===== src/rtl/instr_encoder_pkg.sv =====
// Shared definitions for the RV32I instruction encoder.
// Holds the opcode/func encodings used by the loader, the NOP word emitted
// for anything unencodable, the session FSM state type and a sign-range
// helper used when ENC_RANGE_CHK_EN is defined.
package instr_encoder_pkg;

  localparam logic [6:0] OP_R      = 7'b0110011;
  localparam logic [6:0] OP_IM     = 7'b0010011;
  localparam logic [6:0] OP_LOAD   = 7'b0000011;
  localparam logic [6:0] OP_JAL_R  = 7'b1100111;
  localparam logic [6:0] OP_STORE  = 7'b0100011;
  localparam logic [6:0] OP_BRANCH = 7'b1100011;
  localparam logic [6:0] OP_LUI    = 7'b0110111;
  localparam logic [6:0] OP_AUIPC  = 7'b0010111;
  localparam logic [6:0] OP_JAL    = 7'b1101111;
  localparam logic [6:0] OP_FENCE  = 7'b0001111;
  localparam logic [6:0] OP_EXEC   = 7'b1110011;

  localparam logic [2:0] F3_ADD = 3'b000;
  localparam logic [2:0] F3_SLL = 3'b001;
  localparam logic [2:0] F3_SR  = 3'b101;

  localparam logic [6:0] F7_BASE = 7'h00;
  localparam logic [6:0] F7_ALT  = 7'h20;

  localparam logic [31:0] ENC_NOP = 32'h0000_0013;

  typedef enum logic [1:0] {
    ST_IDLE,
    ST_RUN,
    ST_DRAIN
  } enc_state_e;

  // True when v[31:msb] are all copies of v[msb], i.e. v fits in msb+1 signed bits.
  function automatic logic upper_same(input logic [31:0] v, input int unsigned msb);
    logic ok;
    ok = 1'b1;
    for (int unsigned i = 0; i < 32; i++) begin
      if (i > msb && v[i] != v[msb]) ok = 1'b0;
    end
    return ok;
  endfunction

endpackage


===== src/rtl/instr_encoder_pack.sv =====
// rv_pack: combinational RV32I field packer.
// Ports: i_op/i_func3/i_func7/i_rd/i_rs1/i_rs2/i_imm field inputs;
//        o_word packed instruction (NOP when o_bad); o_bad unsupported
//        opcode/func combination or (with ENC_RANGE_CHK_EN) immediate range fault.
// Macro: ENC_RANGE_CHK_EN enables immediate range checking; otherwise
//        immediates are silently truncated to their field widths.
module rv_pack
  import instr_encoder_pkg::*;
(
  input  logic [6:0]  i_op,
  input  logic [2:0]  i_func3,
  input  logic [6:0]  i_func7,
  input  logic [4:0]  i_rd,
  input  logic [4:0]  i_rs1,
  input  logic [4:0]  i_rs2,
  input  logic [31:0] i_imm,
  output logic [31:0] o_word,
  output logic        o_bad
);

  logic [31:0] w_word;
  logic        w_func_bad;
  logic        w_range_bad;
  logic        w_shift;

  assign w_shift = (i_func3 == F3_SLL) || (i_func3 == F3_SR);

  always_comb begin
    w_word     = ENC_NOP;
    w_func_bad = 1'b0;
    case (i_op)
      OP_R: begin
        w_word     = {i_func7, i_rs2, i_rs1, i_func3, i_rd, i_op};
        // Alternate func7 only exists for SUB and SRA.
        w_func_bad = !((i_func7 == F7_BASE) ||
                       (i_func7 == F7_ALT && (i_func3 == F3_ADD || i_func3 == F3_SR)));
      end
      OP_IM: begin
        if (w_shift) begin
          w_word     = {i_func7, i_imm[4:0], i_rs1, i_func3, i_rd, i_op};
          w_func_bad = !((i_func7 == F7_BASE) || (i_func3 == F3_SR && i_func7 == F7_ALT));
        end else begin
          w_word = {i_imm[11:0], i_rs1, i_func3, i_rd, i_op};
        end
      end
      OP_LOAD: begin
        w_word     = {i_imm[11:0], i_rs1, i_func3, i_rd, i_op};
        w_func_bad = (i_func3 == 3'b011) || (i_func3 == 3'b110) || (i_func3 == 3'b111);
      end
      OP_JAL_R: begin
        w_word     = {i_imm[11:0], i_rs1, i_func3, i_rd, i_op};
        w_func_bad = (i_func3 != F3_ADD);
      end
      OP_STORE: begin
        w_word     = {i_imm[11:5], i_rs2, i_rs1, i_func3, i_imm[4:0], i_op};
        w_func_bad = i_func3[2] || (i_func3 == 3'b011);
      end
      OP_BRANCH: begin
        w_word     = {i_imm[12], i_imm[10:5], i_rs2, i_rs1, i_func3, i_imm[4:1], i_imm[11], i_op};
        w_func_bad = (i_func3 == 3'b010) || (i_func3 == 3'b011);
      end
      OP_LUI, OP_AUIPC: begin
        w_word = {i_imm[31:12], i_rd, i_op};
      end
      OP_JAL: begin
        w_word = {i_imm[20], i_imm[10:1], i_imm[11], i_imm[19:12], i_rd, i_op};
      end
      default: w_func_bad = 1'b1;
    endcase
  end

`ifdef ENC_RANGE_CHK_EN
  always_comb begin
    w_range_bad = 1'b0;
    case (i_op)
      OP_IM:                       w_range_bad = w_shift ? (|i_imm[31:5]) : !upper_same(i_imm, 11);
      OP_LOAD, OP_JAL_R, OP_STORE: w_range_bad = !upper_same(i_imm, 11);
      OP_BRANCH:                   w_range_bad = !upper_same(i_imm, 12) || i_imm[0];
      OP_JAL:                      w_range_bad = !upper_same(i_imm, 20) || i_imm[0];
      OP_LUI, OP_AUIPC:            w_range_bad = |i_imm[11:0];
      default:                     w_range_bad = 1'b0;
    endcase
  end
`else
  assign w_range_bad = 1'b0;
`endif

  assign o_bad  = w_func_bad || w_range_bad;
  assign o_word = o_bad ? ENC_NOP : w_word;

endmodule


===== src/rtl/instr_encoder.sv =====
// instr_encoder: streams RV32I field sets in, writes packed words to
// consecutive IMEM word addresses through a one-entry output register.
// Ports: clk/rst (async, active-high); start/cfg_base open a session;
//        in_* valid/ready field stream with in_last; imem_we/addr/wdata
//        held until imem_ready; busy, done pulse, word_cnt, sticky err.
// Macro: ENC_RANGE_CHK_EN (see rv_pack) enables immediate range checks.
module instr_encoder
  import instr_encoder_pkg::*;
#(
  parameter int unsigned AW        = 32,
  parameter int unsigned MAX_WORDS = 1024
) (
  input  logic          clk,
  input  logic          rst,
  input  logic          start,
  input  logic [AW-1:0] cfg_base,
  input  logic          in_valid,
  output logic          in_ready,
  input  logic          in_last,
  input  logic [6:0]    in_op,
  input  logic [2:0]    in_func3,
  input  logic [6:0]    in_func7,
  input  logic [4:0]    in_rd,
  input  logic [4:0]    in_rs1,
  input  logic [4:0]    in_rs2,
  input  logic [31:0]   in_imm,
  output logic          imem_we,
  input  logic          imem_ready,
  output logic [AW-1:0] imem_addr,
  output logic [31:0]   imem_wdata,
  output logic          busy,
  output logic          done,
  output logic [15:0]   word_cnt,
  output logic          err
);

  localparam int unsigned CW = $clog2(MAX_WORDS + 1);

  enc_state_e    r_state;
  enc_state_e    w_next;
  logic          r_we;
  logic [AW-1:0] r_addr;
  logic [31:0]   r_wdata;
  logic [15:0]   r_word_cnt;
  logic [CW-1:0] r_acc_cnt;
  logic          r_err;

  logic [31:0]   w_word;
  logic          w_bad;
  logic          w_in_ready;
  logic          w_accept;
  logic          w_wr;

  rv_pack u_pack (
    .i_op    (in_op),
    .i_func3 (in_func3),
    .i_func7 (in_func7),
    .i_rd    (in_rd),
    .i_rs1   (in_rs1),
    .i_rs2   (in_rs2),
    .i_imm   (in_imm),
    .o_word  (w_word),
    .o_bad   (w_bad)
  );

  assign w_accept = in_valid && w_in_ready;
  assign w_wr     = r_we && imem_ready;

  always_ff @(posedge clk or posedge rst) begin
    if (rst) r_state <= ST_IDLE;
    else     r_state <= w_next;
  end

  always_comb begin
    w_next = r_state;
    case (r_state)
      ST_IDLE:  if (start) w_next = ST_RUN;
      ST_RUN:   if (w_accept && in_last) w_next = ST_DRAIN;
      ST_DRAIN: if (!r_we) w_next = ST_IDLE;
      default:  w_next = ST_IDLE;
    endcase
  end

  always_comb begin
    // Output slot is free if empty or draining this cycle, so accept and
    // drain can overlap and sustain one word per cycle.
    w_in_ready = (r_state == ST_RUN) && (!r_we || imem_ready) &&
                 (r_acc_cnt < CW'(MAX_WORDS));
    busy       = (r_state != ST_IDLE);
    done       = (r_state == ST_DRAIN) && !r_we;
  end

  // r_addr always tracks the address of the word in (or next entering) the
  // output register; it steps only when IMEM takes a write.
  always_ff @(posedge clk or posedge rst) begin
    if (rst) begin
      r_we       <= 1'b0;
      r_addr     <= '0;
      r_wdata    <= '0;
      r_word_cnt <= '0;
      r_acc_cnt  <= '0;
      r_err      <= 1'b0;
    end else if (r_state == ST_IDLE) begin
      if (start) begin
        r_addr     <= cfg_base;
        r_word_cnt <= '0;
        r_acc_cnt  <= '0;
        r_err      <= 1'b0;
      end
    end else begin
      if (w_wr) begin
        r_word_cnt <= r_word_cnt + 16'd1;
        r_addr     <= r_addr + AW'(4);
      end
      if (w_accept) begin
        r_wdata   <= w_word;
        r_acc_cnt <= r_acc_cnt + CW'(1);
        if (w_bad) r_err <= 1'b1;
      end
      if (w_accept)  r_we <= 1'b1;
      else if (w_wr) r_we <= 1'b0;
    end
  end

  assign in_ready   = w_in_ready;
  assign imem_we    = r_we;
  assign imem_addr  = r_addr;
  assign imem_wdata = r_wdata;
  assign word_cnt   = r_word_cnt;
  assign err        = r_err;

endmodule


===== config.mk =====
export PLATFORM = sky130hd
export DESIGN_NAME = instr_encoder
export DESIGN_NICKNAME = d
export VERILOG_FILES = /design/src/rtl/instr_encoder_pkg.sv /design/src/rtl/instr_encoder_pack.sv /design/src/rtl/instr_encoder.sv
export SDC_FILE = /design/constraint.sdc
export NUM_CORES = 1
export LEC_CHECK = 0
export BUFFER_PORTS_ARGS = -buffer_cell sky130_fd_sc_hd__buf_2
export CORE_ASPECT_RATIO = 0.5
export CORE_MARGIN = 3
export CORE_UTILIZATION = 30
export DETAILED_ROUTE_END_ITERATION = 6
export PLACE_DENSITY = 0.61
export SETUP_SLACK_MARGIN = 0.02
export SYNTH_ARGS = -nofsm -noshare
export SYNTH_HDL_FRONTEND = slang
export SYNTH_SLANG_ARGS = --single-unit

===== constraint.sdc =====
create_clock -name clk -period 7 [get_ports clk]
set_input_delay 0 -clock clk [delete_from_list [all_inputs] [get_ports clk]]
set_output_delay 0 -clock clk [all_outputs]
set_load 0.02 [all_outputs]

==> metrics.cfg, run 1 <==
[route]
route.detailed.wl_per_inst_um=16.9
num_vias=5438
route.antenna.remaining_nets=0
wirelength_um=17700
dr.pass1.iters=7
dr.first_iter.drc_count=293
routed_via_density=5.20
drcViolationCount=0

[synthesis]
postSynthRegisterBits=95
synth-seq-area-share_pct=46.0
count_of_mapped_cells_out_of_synthesis=579
synth_flop_cell=sky130_fd_sc_hd__dfrtp_1
async_flop_share_pct=100
mappedNetlistArea_um2=5160
count_of_flip_flops_with_a_built_in_enable_after_synthesis=0
synth_net_count=684
synth.avg_cell_area_um2=8.92
synth.lib_cells_used.distinct=60
yosysWarningCount=0

[worst_setup_path]
cp.arrival_ns=3.00
critical-path-max-stage-delay_ns=0.63
crit_path_start_kind=register
timing.critical_path.required_ns=7.25
ff2ff_path_depth=6
worst-setup-path-type=register to register
cp_cell_sequence=nor2_1 -> inv_2 -> nand3_1 -> nand2_1 -> o21ai_0 -> a221oi_1
critical-path-slowest-cell=sky130_fd_sc_hd__nand2_1
crit_fanout=37
crit_path_end_kind=register

[grt]
grt_first_pass_wirelength_um=28700
grt_overflow_total=0
grt_usage_pct=18.8
grt_antenna_before_repair=0
first_global_vias=5434
grt_start_max_net_pins=68

[clock_tree]
cts_tree=done
cts_inserted_buffers=9
post_cts.repair.setup_buffers=0
clockRootBuffer=sky130_fd_sc_hd__clkbuf_16
cts.clk_slew.worst_paths_ns=0.08
htree_num_levels=3
insertion_delay_ns=0.35
cts_num_sinks=95
ctsLongestPathBuffers=2

[floorplan]
std_cell_rows=33
design.die.area_um2=18900
chipWidth_um=192
die_y_um=98.8
effective_utilization_at_floorplan_pct=31.1
ios=187
core_region_area_um2=16600

[timing]
tightest_slew_ns=0.988
worst_slew_margin_rel_pct=33.9
final.period_utilization_pct=39.4
final_setup_violation_count=0
finalHoldViolCount=0
final_max_slew_viol_count=0
fin_clk_skew_ns=0.0112
post-route-min-period_ns=2.76
fin_tns_setup_ns=0
grt_setup_unrepaired=false
timing.fmax_mhz=363

[cells_and_area]
drive_gt1_share_pct=28.9
num_antenna_cells=0
layout.cells.non_filler=1045
syn2layout_area_growth_pct=40.1
net_total_in_the_final_layout=919

[worst_hold_path]
worst_hold_class=input pin to register
worstHoldPathCells=3

[placed_design]
routabilityCongestion=0.845
placed_cells=970
post-dp-hpwl_um=12400
port-buffer-count=186

[power_and_ir_drop]
power.density_nw_per_um2=325
total_power_w=0.00235
power.static_leakage_nw=3.27
ir_drop_mv=0.138

[run_status]
run_status=completed

[job]
timing.max_cap.violations=0

==> per-layer routing <==
metal  share of wire, %  track usage [%]  vias to the layer above
met5                  0                0                        -
met4                1.4             4.68                        0
met3                5.7             3.48                       22
met2                 48             31.5                      192
met1                 45             25.4                     2617
li1                   -                -                     2607
==> state kept, by name (all words and copies together) (netlist names) <==
signal	count
err	1
imem_addr	32
imem_wdata	32
imem_we	1
r_acc_cnt	11
r_state	2
word_cnt	16
==> report_power, final <==
| group | internal [W] | total [W] | switching (W) |
|---|---|---|---|
| combinational | 0.000334 | 0.000955 | 0.000621 |
| sequential | 0.000692 | 0.000860 | 0.000168 |
| clock | 0.000315 | 0.000539 | 0.000224 |
| total | 0.00134 | 0.00235 | 0.00101 |
==> layout make-up <==
| cell class | instances | area, um2 |
|---|---|---|
| well taps | 227 | 284 |
| flip-flops and latches | 95 | 2380 |
| repair buffers | 252 | 1580 |
| inverters | 15 | 58.8 |
| clock buffers | 9 | 225 |
| fillers | 1659 | 9360 |
| multi-input cells | 441 | 2620 |
| clock inverters | 6 | 93.8 |
==> worst paths after layout <==
path                       slack [ns]     startpoint             end
hold / removal                   0.01      in_rs2[1]  imem_wdata[21]
setup reg to reg                 4.24     r_state[1]   imem_addr[25]
min in group asynchronous        0.20            rst  imem_wdata[31]
max in group asynchronous        5.59            rst     word_cnt[6]
hold reg to reg                  0.47  imem_wdata[0]   imem_wdata[0]
setup / recovery                 4.24     r_state[1]   imem_addr[25]
==> cells by family (layout without fill, tap and decap cells) <==
group / count (synthesis) / count (layout) / synth area share [%]
and+or+nand+nor: 248 / 248 / 24.4
buffers and inverters: 43 / 282 / 3.61
muxes: 4 / 4 / 0.824
adders and majority gates: 3 / 3 / 0.727
DFF: 95 / 95 / 46.0
xor gates and xnor gates: 14 / 14 / 2.37
AOI/OAI and AO/OA: 172 / 172 / 22.1
==> layout by cell type, fill, tap and decap left out, drive strengths merged, types with 9 or more instances in the layout <==
cell and n:
a22oi 14, a21oi 31, dlygate4sd3 60, inv 17
nand3 31, xor2 9, o21ai 56, dfrtp 95
nor2 58, nor3 21, a211oi 12, nand4 15
nand2 79, buf 192, a221oi 9, clkbuf 9
==> worst max-delay path: cells and delay by family (launching register included) <==
kind / cells / cell delay (ns)
buffers and inverters: 1 / 0.46
DFF: 1 / 0.49
and+or+nand+nor: 3 / 1.18
AOI/OAI and AO/OA: 2 / 0.51
==> metrics by stage <==
| stage | hold slack, ns | instance area [um2] | worst slack (ns) | utilization, % |
|---|---|---|---|---|
| CTS | 0.000111 | 7230 | 4.30 | 43.6 |
| floorplan | 0.0901 | 5160 | 4.52 | - |
| global route | 0.00683 | 7230 | 3.93 | 43.6 |
| finish | 0.0101 | 7230 | 4.24 | 43.6 |
| detailed placement | 0.0259 | 6310 | 4.30 | 38.0 |
| global placement | 0.0267 | 6310 | 4.47 | 38.0 |
==> repair_timing <==
action | CTS | global route
gates resized for setup | 0 | 0
hold endpoints to repair | 77 | 0
hold buffers | 60 | 0
endpoints found under the setup margin | 0 | 0
==> synth_stat cells, types with 5 or more instances <==
cell type                  instances  area, um2
sky130_fd_sc_hd__dfrtp_1          95       2380
sky130_fd_sc_hd__nand2_1          78        293
sky130_fd_sc_hd__nor2_1           57        214
sky130_fd_sc_hd__o21ai_0          46        230
sky130_fd_sc_hd__a21oi_1          31        155
sky130_fd_sc_hd__nand3_1          31        155
sky130_fd_sc_hd__nor3_1           18       90.1
sky130_fd_sc_hd__a22oi_1          14        105
sky130_fd_sc_hd__buf_2            14       70.1
sky130_fd_sc_hd__clkbuf_1         13       48.8
sky130_fd_sc_hd__nand4_1          13       81.3
sky130_fd_sc_hd__inv_1            11       41.3
sky130_fd_sc_hd__a211oi_1         10       75.1
sky130_fd_sc_hd__o21ai_1          10       50.1
sky130_fd_sc_hd__a221oi_1          9       78.8
sky130_fd_sc_hd__xor2_1            9       78.8
sky130_fd_sc_hd__o211a_1           8       80.1
sky130_fd_sc_hd__o22ai_1           8       50.1
sky130_fd_sc_hd__and3_1            7       43.8
sky130_fd_sc_hd__o31ai_1           7       52.6
sky130_fd_sc_hd__and2_1            5       31.3
sky130_fd_sc_hd__or3_1             5       31.3
sky130_fd_sc_hd__xnor2_1           5       43.8
Power figures use the tool's default switching activity.
==> run 2: changes to the inputs <==
--- a/config.mk
+++ b/config.mk
@@ -10,7 +10,7 @@
 export CORE_MARGIN = 3
 export CORE_UTILIZATION = 30
 export DETAILED_ROUTE_END_ITERATION = 6
-export PLACE_DENSITY = 0.61
+export PLACE_DENSITY = 0.63
 export SETUP_SLACK_MARGIN = 0.02
 export SYNTH_ARGS = -nofsm -noshare
 export SYNTH_HDL_FRONTEND = slang
==> constraint.sdc (replaced) <==
create_clock -name clk -period 2.4 [get_ports clk]
set_input_delay 0 -clock clk [delete_from_list [all_inputs] [get_ports clk]]
set_output_delay 0 -clock clk [all_outputs]
set_load 0.02 [all_outputs]
==> run 2 against run 1 <==
Wire length is 0.63% lower. First-iteration DRC count grew 28%. Count of clock-buffer cells in the layout rose by 3. Worst hold slack worse by 0.0065 ns. Cell count grew 0.96%. Sequential share of layout area fell by 0.21 points. Utilization up 0.29 points. Global-route usage is 0.078 points higher. Worst setup slack got worse by 3.9 ns. Critical path depth rose by 1. Non-clock buffer count rose by 9. Total power rose to 2.9 times the previous value. Largest power group unchanged.
==> metrics.cfg, run 2 (synthesized netlist as in run 1, its figures left out) <==
[route]
dr.first_iter.drc_count=375  ; was 293
drcViolationCount=0  ; unchanged
route.antenna.remaining_nets=0  ; unchanged
route.detailed.wl_per_inst_um=16.7  ; was 16.9 um
dr.pass1.iters=5  ; was 7
num_vias=5527  ; was 5438
wirelength_um=17600  ; was 17700 um
routed_via_density=5.24  ; was 5.20

[worst_setup_path]
crit_fanout=16  ; was 37
timing.critical_path.max_delay_family=simple AND/OR/NAND/NOR gates  ; unchanged
worst-setup-path-type=input pin to register  ; was register to register
cp_cell_sequence=buf_2 -> nand4b_4 -> nor3b_2 -> nand2b_1 -> a22oi_1 -> dlygate4sd3_1 -> o21ai_0  ; was nor2_1 -> inv_2 -> nand3_1 -> nand2_1 -> o21ai_0 -> a221oi_1
critical-path-max-stage-delay_ns=0.60  ; was 0.63 ns
crit_path_start_kind=input pin  ; was register
critical-path-slowest-cell=sky130_fd_sc_hd__dlygate4sd3_1  ; was sky130_fd_sc_hd__nand2_1
worst_path_bufs_invs=2  ; was 1
cp.arrival_ns=2.30  ; was 3.00 ns
timing.critical_path.required_ns=2.66  ; was 7.25 ns
crit_path_end_kind=register  ; unchanged

[placed_design]
routabilityCongestion=0.849  ; was 0.845
port-buffer-count=186  ; unchanged
placed_cells=980  ; was 970
post-dp-hpwl_um=12700  ; was 12400 um
placedInstanceArea_um2=6390  ; was 6310 um2

[clock_tree]
cts_tree=done  ; unchanged
insertion_delay_ns=0.35  ; about the same
cts_num_sinks=95  ; unchanged
ctsLongestPathBuffers=2  ; unchanged
post_cts.repair.setup_buffers=0  ; unchanged
htree_num_levels=3  ; unchanged
cts_inserted_buffers=9  ; unchanged
cts.clk_slew.worst_paths_ns=0.07  ; was 0.08 ns
clockRootBuffer=sky130_fd_sc_hd__clkbuf_16  ; unchanged

[run_status]
run_status=completed  ; unchanged

[grt]
grt_start_max_net_pins=49  ; was 68
grt_first_pass_wirelength_um=29000  ; was 28700 um
grt_overflow_total=0  ; unchanged
grt_antenna_before_repair=0  ; unchanged
grt_usage_pct=18.9  ; was 18.8%
first_global_vias=5553  ; was 5434

[floorplan]
std_cell_rows=33  ; unchanged
die_y_um=98.8  ; unchanged
effective_utilization_at_floorplan_pct=31.1  ; unchanged
ios=187  ; unchanged
core_region_area_um2=16600  ; unchanged
design.die.area_um2=18900  ; unchanged
chipWidth_um=192  ; unchanged

[cells_and_area]
most-common-layout-cells=186 x sky130_fd_sc_hd__buf_2, 95 x sky130_fd_sc_hd__dfrtp_1, 78 x sky130_fd_sc_hd__nand2_1  ; unchanged
finish.instance_area_um2=7280  ; was 7230 um2
layout.cells.most_common=sky130_fd_sc_hd__buf_2  ; unchanged
net_total_in_the_final_layout=928  ; was 919
drive_gt1_share_pct=29.6  ; was 28.9%
syn2layout_area_growth_pct=41.0  ; was 40.1%
layout.cells.non_filler=1055  ; was 1045
final-seq-area_um2=2380  ; unchanged
num_antenna_cells=0  ; unchanged
nFillCells=1656  ; was 1659
multi_input_area_um2=2620  ; unchanged

[job]
timing.max_cap.violations=0  ; unchanged

[timing]
timing.fmax_mhz=489
final.period_utilization_pct=85.2
worst_slew_margin_rel_pct=54.0  ; was 33.9%
finalHoldViolCount=0  ; unchanged
fin_tns_setup_ns=0  ; unchanged
final_setup_violation_count=0  ; unchanged
post-route-min-period_ns=2.04
final_max_slew_viol_count=0  ; unchanged
worst_hold_margin_ns=0.00358  ; was 0.0101 ns
tightest_slew_ns=0.686  ; was 0.988 ns
grt_setup_unrepaired=false  ; unchanged
fin_clk_skew_ns=0.0121  ; was 0.0112 ns

[power_and_ir_drop]
power.density_nw_per_um2=943  ; was 325 nW/um2
total_power_w=0.00687  ; was 0.00235 W
ir_drop_mv=0.412  ; was 0.138 mV
power.static_leakage_nw=3.29  ; was 3.27 nW

[worst_hold_path]
worst_hold_class=input pin to register  ; unchanged

-- run 2: changes by cell type in the layout (fill, tap and decap cells not counted), sizes merged --
cell | before | now
buf | 192 | 202
bufinv | 2 | 1
clkbuf | 9 | 12
clkinv | 2 | 0
clkinvlp | 0 | 3
dlygate4sd3 | 60 | 59
inv | 17 | 15
-- run 2: final timing paths --
kind | startpoint | endpoint | slack [ns] | cells after the start
max | in_op[6] | imem_wdata[16] | 0.36 | 7
min | in_func3[1] | imem_wdata[13] | 0.004 | 3
max reg2reg | imem_we | r_state[0] | 0.45 | 5
min reg2reg | imem_wdata[0] | imem_wdata[0] | 0.46 | 1
max in group asynchronous | rst | imem_addr[20] | 1.18 | 4
min in group asynchronous | rst | imem_wdata[21] | 0.24 | 3
-- run 2: report_power, final --
part	switching, W	leakage [nW]	internal [W]	total (W)
logic	0.00187	1.96	0.00104	0.00291
clock network	0.000632	0.139	0.000842	0.00147
registers	0.000460	1.20	0.00202	0.00248
total	0.00297	3.29	0.00390	0.00687
-- run 2: area by class of cell --
class	instances	share of cell area (%)
clock inverter	4	0.739
timing repair buffer	261	22.5
tap	227	3.90
clock buffer	12	3.38
multi-input combinational	441	36.0
sequential	95	32.6
inverter	15	0.825
-- run 2: worst min-delay path: cells and delay by family --
| family | cells | cell delay, ns |
|---|---|---|
| buffers and inverters | 1 | 0.12 |
| AO/OA/AOI/OAI | 2 | 0.19 |
-- run 2: stage by stage --
step	utilization [%]	setup WS, ns
floorplan	-	0.427
global placement	38.5	0.565
CTS	43.9	0.409
detailed placement	38.5	0.527
global route	43.9	0.222
finish	43.9	0.355
-- run 2: what timing repair did --
item | 4_1_cts | 5_1_grt
gates resized for setup | 0 | 0
hold buffers | 59 | 0
endpoints found under the hold margin | 66 | 0
-- run 2: metal layers --
metal  track usage (%)  wire, um  share of wire, %
met4              6.54       393               2.2
met5                 0         0                 0
met1              25.2      7900                45
met2              30.8      8230                47
met3              3.80      1050               6.0
==> run 3: changes to the inputs <==
--- a/config.mk
+++ b/config.mk
@@ -10,7 +10,7 @@
 export CORE_MARGIN = 3
 export CORE_UTILIZATION = 30
 export DETAILED_ROUTE_END_ITERATION = 6
-export PLACE_DENSITY = 0.63
+export PLACE_DENSITY = 0.61
 export SETUP_SLACK_MARGIN = 0.02
 export SYNTH_ARGS = -nofsm -noshare
 export SYNTH_HDL_FRONTEND = slang
==> constraint.sdc (replaced) <==
create_clock -name clk -period 2.25 [get_ports clk]
set_input_delay 0 -clock clk [delete_from_list [all_inputs] [get_ports clk]]
set_output_delay 0 -clock clk [all_outputs]
set_load 0.02 [all_outputs]
==> run 3 against run 2 <==
Worst setup slack worse by 0.068 ns. First-iteration DRC count is 13% lower. Clock power is 12% higher. Cell count is 0.28% lower. Wire length is 0.89% higher. Total power is 7.7% higher. Sequential share of layout area hardly changed. Utilization hardly changed. Cell area hardly changed. Flip-flop and latch count stayed put. Global-route usage is 0.33 points lower. Clock skew hardly changed. Largest cell class unchanged.
==> metrics.cfg, run 3 (synthesized netlist as in run 1, its figures left out) <==
[job]
timing.max_cap.violations=0  ; unchanged

[grt]
grt_start_max_net_pins=48  ; was 49
grt_overflow_total=0  ; unchanged
grt_antenna_before_repair=0  ; unchanged
grt_usage_pct=18.6  ; was 18.9%
first_global_vias=5368  ; was 5553
grt_first_pass_wirelength_um=28300  ; was 29000 um

[route]
dr.pass1.iters=5  ; unchanged
route.detailed.wl_per_inst_um=16.9  ; was 16.7 um
wirelength_um=17700  ; was 17600 um
routed_via_density=5.15  ; was 5.24
drcViolationCount=0  ; unchanged
route.antenna.remaining_nets=0  ; unchanged
num_vias=5413  ; was 5527
dr.first_iter.drc_count=328  ; was 375

[clock_tree]
cts_num_sinks=95  ; unchanged
holdBufCountCts=56  ; was 59
insertion_delay_ns=0.34  ; was 0.35 ns
post_cts.repair.setup_buffers=0  ; unchanged
clockRootBuffer=sky130_fd_sc_hd__clkbuf_16  ; unchanged
cts_tree=done  ; unchanged
ctsLongestPathBuffers=2  ; unchanged
cts_inserted_buffers=9  ; unchanged
htree_num_levels=3  ; unchanged
cts.clk_slew.worst_paths_ns=0.07  ; about the same
cts_resized=0  ; unchanged

[cells_and_area]
nFillCells=1686  ; was 1656
net_total_in_the_final_layout=926  ; was 928
layout.cells.most_common=sky130_fd_sc_hd__buf_2  ; unchanged
num_antenna_cells=0  ; unchanged
layout.cells.non_filler=1052  ; was 1055
drive_gt1_share_pct=29.8  ; was 29.6%
syn2layout_area_growth_pct=41.1  ; was 41.0%
most-common-layout-cells=186 x sky130_fd_sc_hd__buf_2, 95 x sky130_fd_sc_hd__dfrtp_1, 78 x sky130_fd_sc_hd__nand2_1  ; unchanged

[power_and_ir_drop]
ir_drop_mv=0.504  ; was 0.412 mV
total_power_w=0.00739  ; was 0.00687 W
power.static_leakage_nw=3.30  ; was 3.29 nW
power.density_nw_per_um2=1010  ; was 943 nW/um2

[floorplan]
effective_utilization_at_floorplan_pct=31.1  ; unchanged
ios=187  ; unchanged
die_y_um=98.8  ; unchanged
std_cell_rows=33  ; unchanged
core_region_area_um2=16600  ; unchanged
chipWidth_um=192  ; unchanged
design.die.area_um2=18900  ; unchanged

[worst_hold_path]
worstHoldStart=in_imm[7]  ; was in_func3[1]
end_point_of_the_most_critical_hold_path=imem_wdata[27]  ; was imem_wdata[13]
worstHoldPathCells=4  ; was 3
worst_hold_class=input pin to register  ; unchanged

[worst_setup_path]
critical-path-max-stage-delay_ns=0.47  ; was 0.60 ns
crit-reg2reg-capture=imem_addr[16]  ; was r_state[0]
cp.arrival_ns=2.24  ; was 2.30 ns
cp_cell_sequence=o211a_1 -> and2_1 -> and2_1 -> a21oi_1 -> nor3_1 -> o22a_1  ; was buf_2 -> nand4b_4 -> nor3b_2 -> nand2b_1 -> a22oi_1 -> dlygate4sd3_1 -> o21ai_0
critical-path-slowest-cell=sky130_fd_sc_hd__o211a_1  ; was sky130_fd_sc_hd__dlygate4sd3_1
crit_path_start_kind=register  ; was input pin
crit_path_end_kind=register  ; unchanged
worstReg2RegStart=r_state[0]  ; was imem_we
worst-setup-path-type=register to register  ; was input pin to register
ff2ff_path_depth=6  ; was 5
crit_fanout=11  ; was 16
critical-path-top-cell-by-count=sky130_fd_sc_hd__and2_1
ff2ff_setup_slack_ns=0.29  ; was 0.45 ns
timing.critical_path.required_ns=2.52  ; was 2.66 ns
worst_path_bufs_invs=0  ; was 2
timing.critical_path.max_delay_family=simple AND/OR/NAND/NOR gates  ; unchanged

[timing]
timing.fmax_mhz=509
worst_hold_margin_ns=0.00893  ; was 0.00358 ns
fin_clk_skew_ns=0.0117  ; was 0.0121 ns
finalHoldViolCount=0  ; unchanged
grt_setup_unrepaired=false  ; unchanged
final.period_utilization_pct=87.2
final_max_slew_viol_count=0  ; unchanged
fin_tns_setup_ns=0  ; unchanged
timing.final.ws_setup_ns=0.287  ; was 0.355 ns
post-route-min-period_ns=1.96
worst_slew_margin_rel_pct=48.4  ; was 54.0%
final_setup_violation_count=0  ; unchanged
tightest_slew_ns=0.769  ; was 0.686 ns

[placed_design]
port-buffer-count=186  ; unchanged
place_worst_setup_slack_ns=0.310  ; was 0.527 ns
post-dp-hpwl_um=12700  ; about the same
routabilityCongestion=0.853  ; was 0.849
placed_cells=981  ; was 980

[run_status]
run_status=completed  ; unchanged

run 3: cell count changes in the layout (fill, tap and decap cells not counted), sizes merged:
cell,previous run,this run
dlygate4sd3,59,56
clkbuf,12,10
buf,202,203
bufinv,1,2
clkinv,0,1
inv,15,14
run 3: worst min-delay path, delay by kind of cell:
family,cells,cell delay (ns)
buffers and inverters,1,0.10
AOI/OAI and AO/OA,2,0.15
and+or+nand+nor,1,0.05
run 3: worst max-delay path by stage:
stage / startpoint / to / slack [ns] / depth (start not counted)
final: r_state[0] / imem_addr[16] / 0.29 / 6
after detailed placement: r_state[0] / r_acc_cnt[8] / 0.31 / 7
after floorplan: imem_we / imem_wdata[25] / 0.28 / 7
after global placement: r_state[0] / r_acc_cnt[8] / 0.33 / 7
after global routing: r_state[0] / imem_addr[20] / 0.09 / 6
after CTS: r_state[0] / r_acc_cnt[8] / 0.28 / 7
run 3: metrics by stage:
stage	util, %	area, um2
3_5_place_dp	38.6	6410
6_report	43.9	7280
4_1_cts	43.9	7280
3_3_place_gp	38.6	6410
5_1_grt	43.9	7280
2_1_floorplan	-	5170
run 3: where the power goes:
group	switching [W]	internal (W)
clock	0.000668	0.000971
combinational	0.00197	0.00111
sequential	0.000513	0.00215
run 3: cell type report:
cell class,instances,area [um2],area share (%)
multi-input combinational,441,2620,35.9
tap,227,284,3.90
clock buffer,10,229,3.14
timing repair buffer,259,1630,22.4
inverter,15,60.1,0.824
clock inverter,5,83.8,1.15
sequential,95,2380,32.6
run 3: per-layer routing:
metal / routed length [um] / vias to the layer above / GRT usage [%]
met3: 1030 / 19 / 3.38
met2: 8280 / 187 / 30.8
li1: - / 2628 / -
met1: 8200 / 2579 / 25.4
met4: 218 / 0 / 4.39
met5: 0 / - / 0
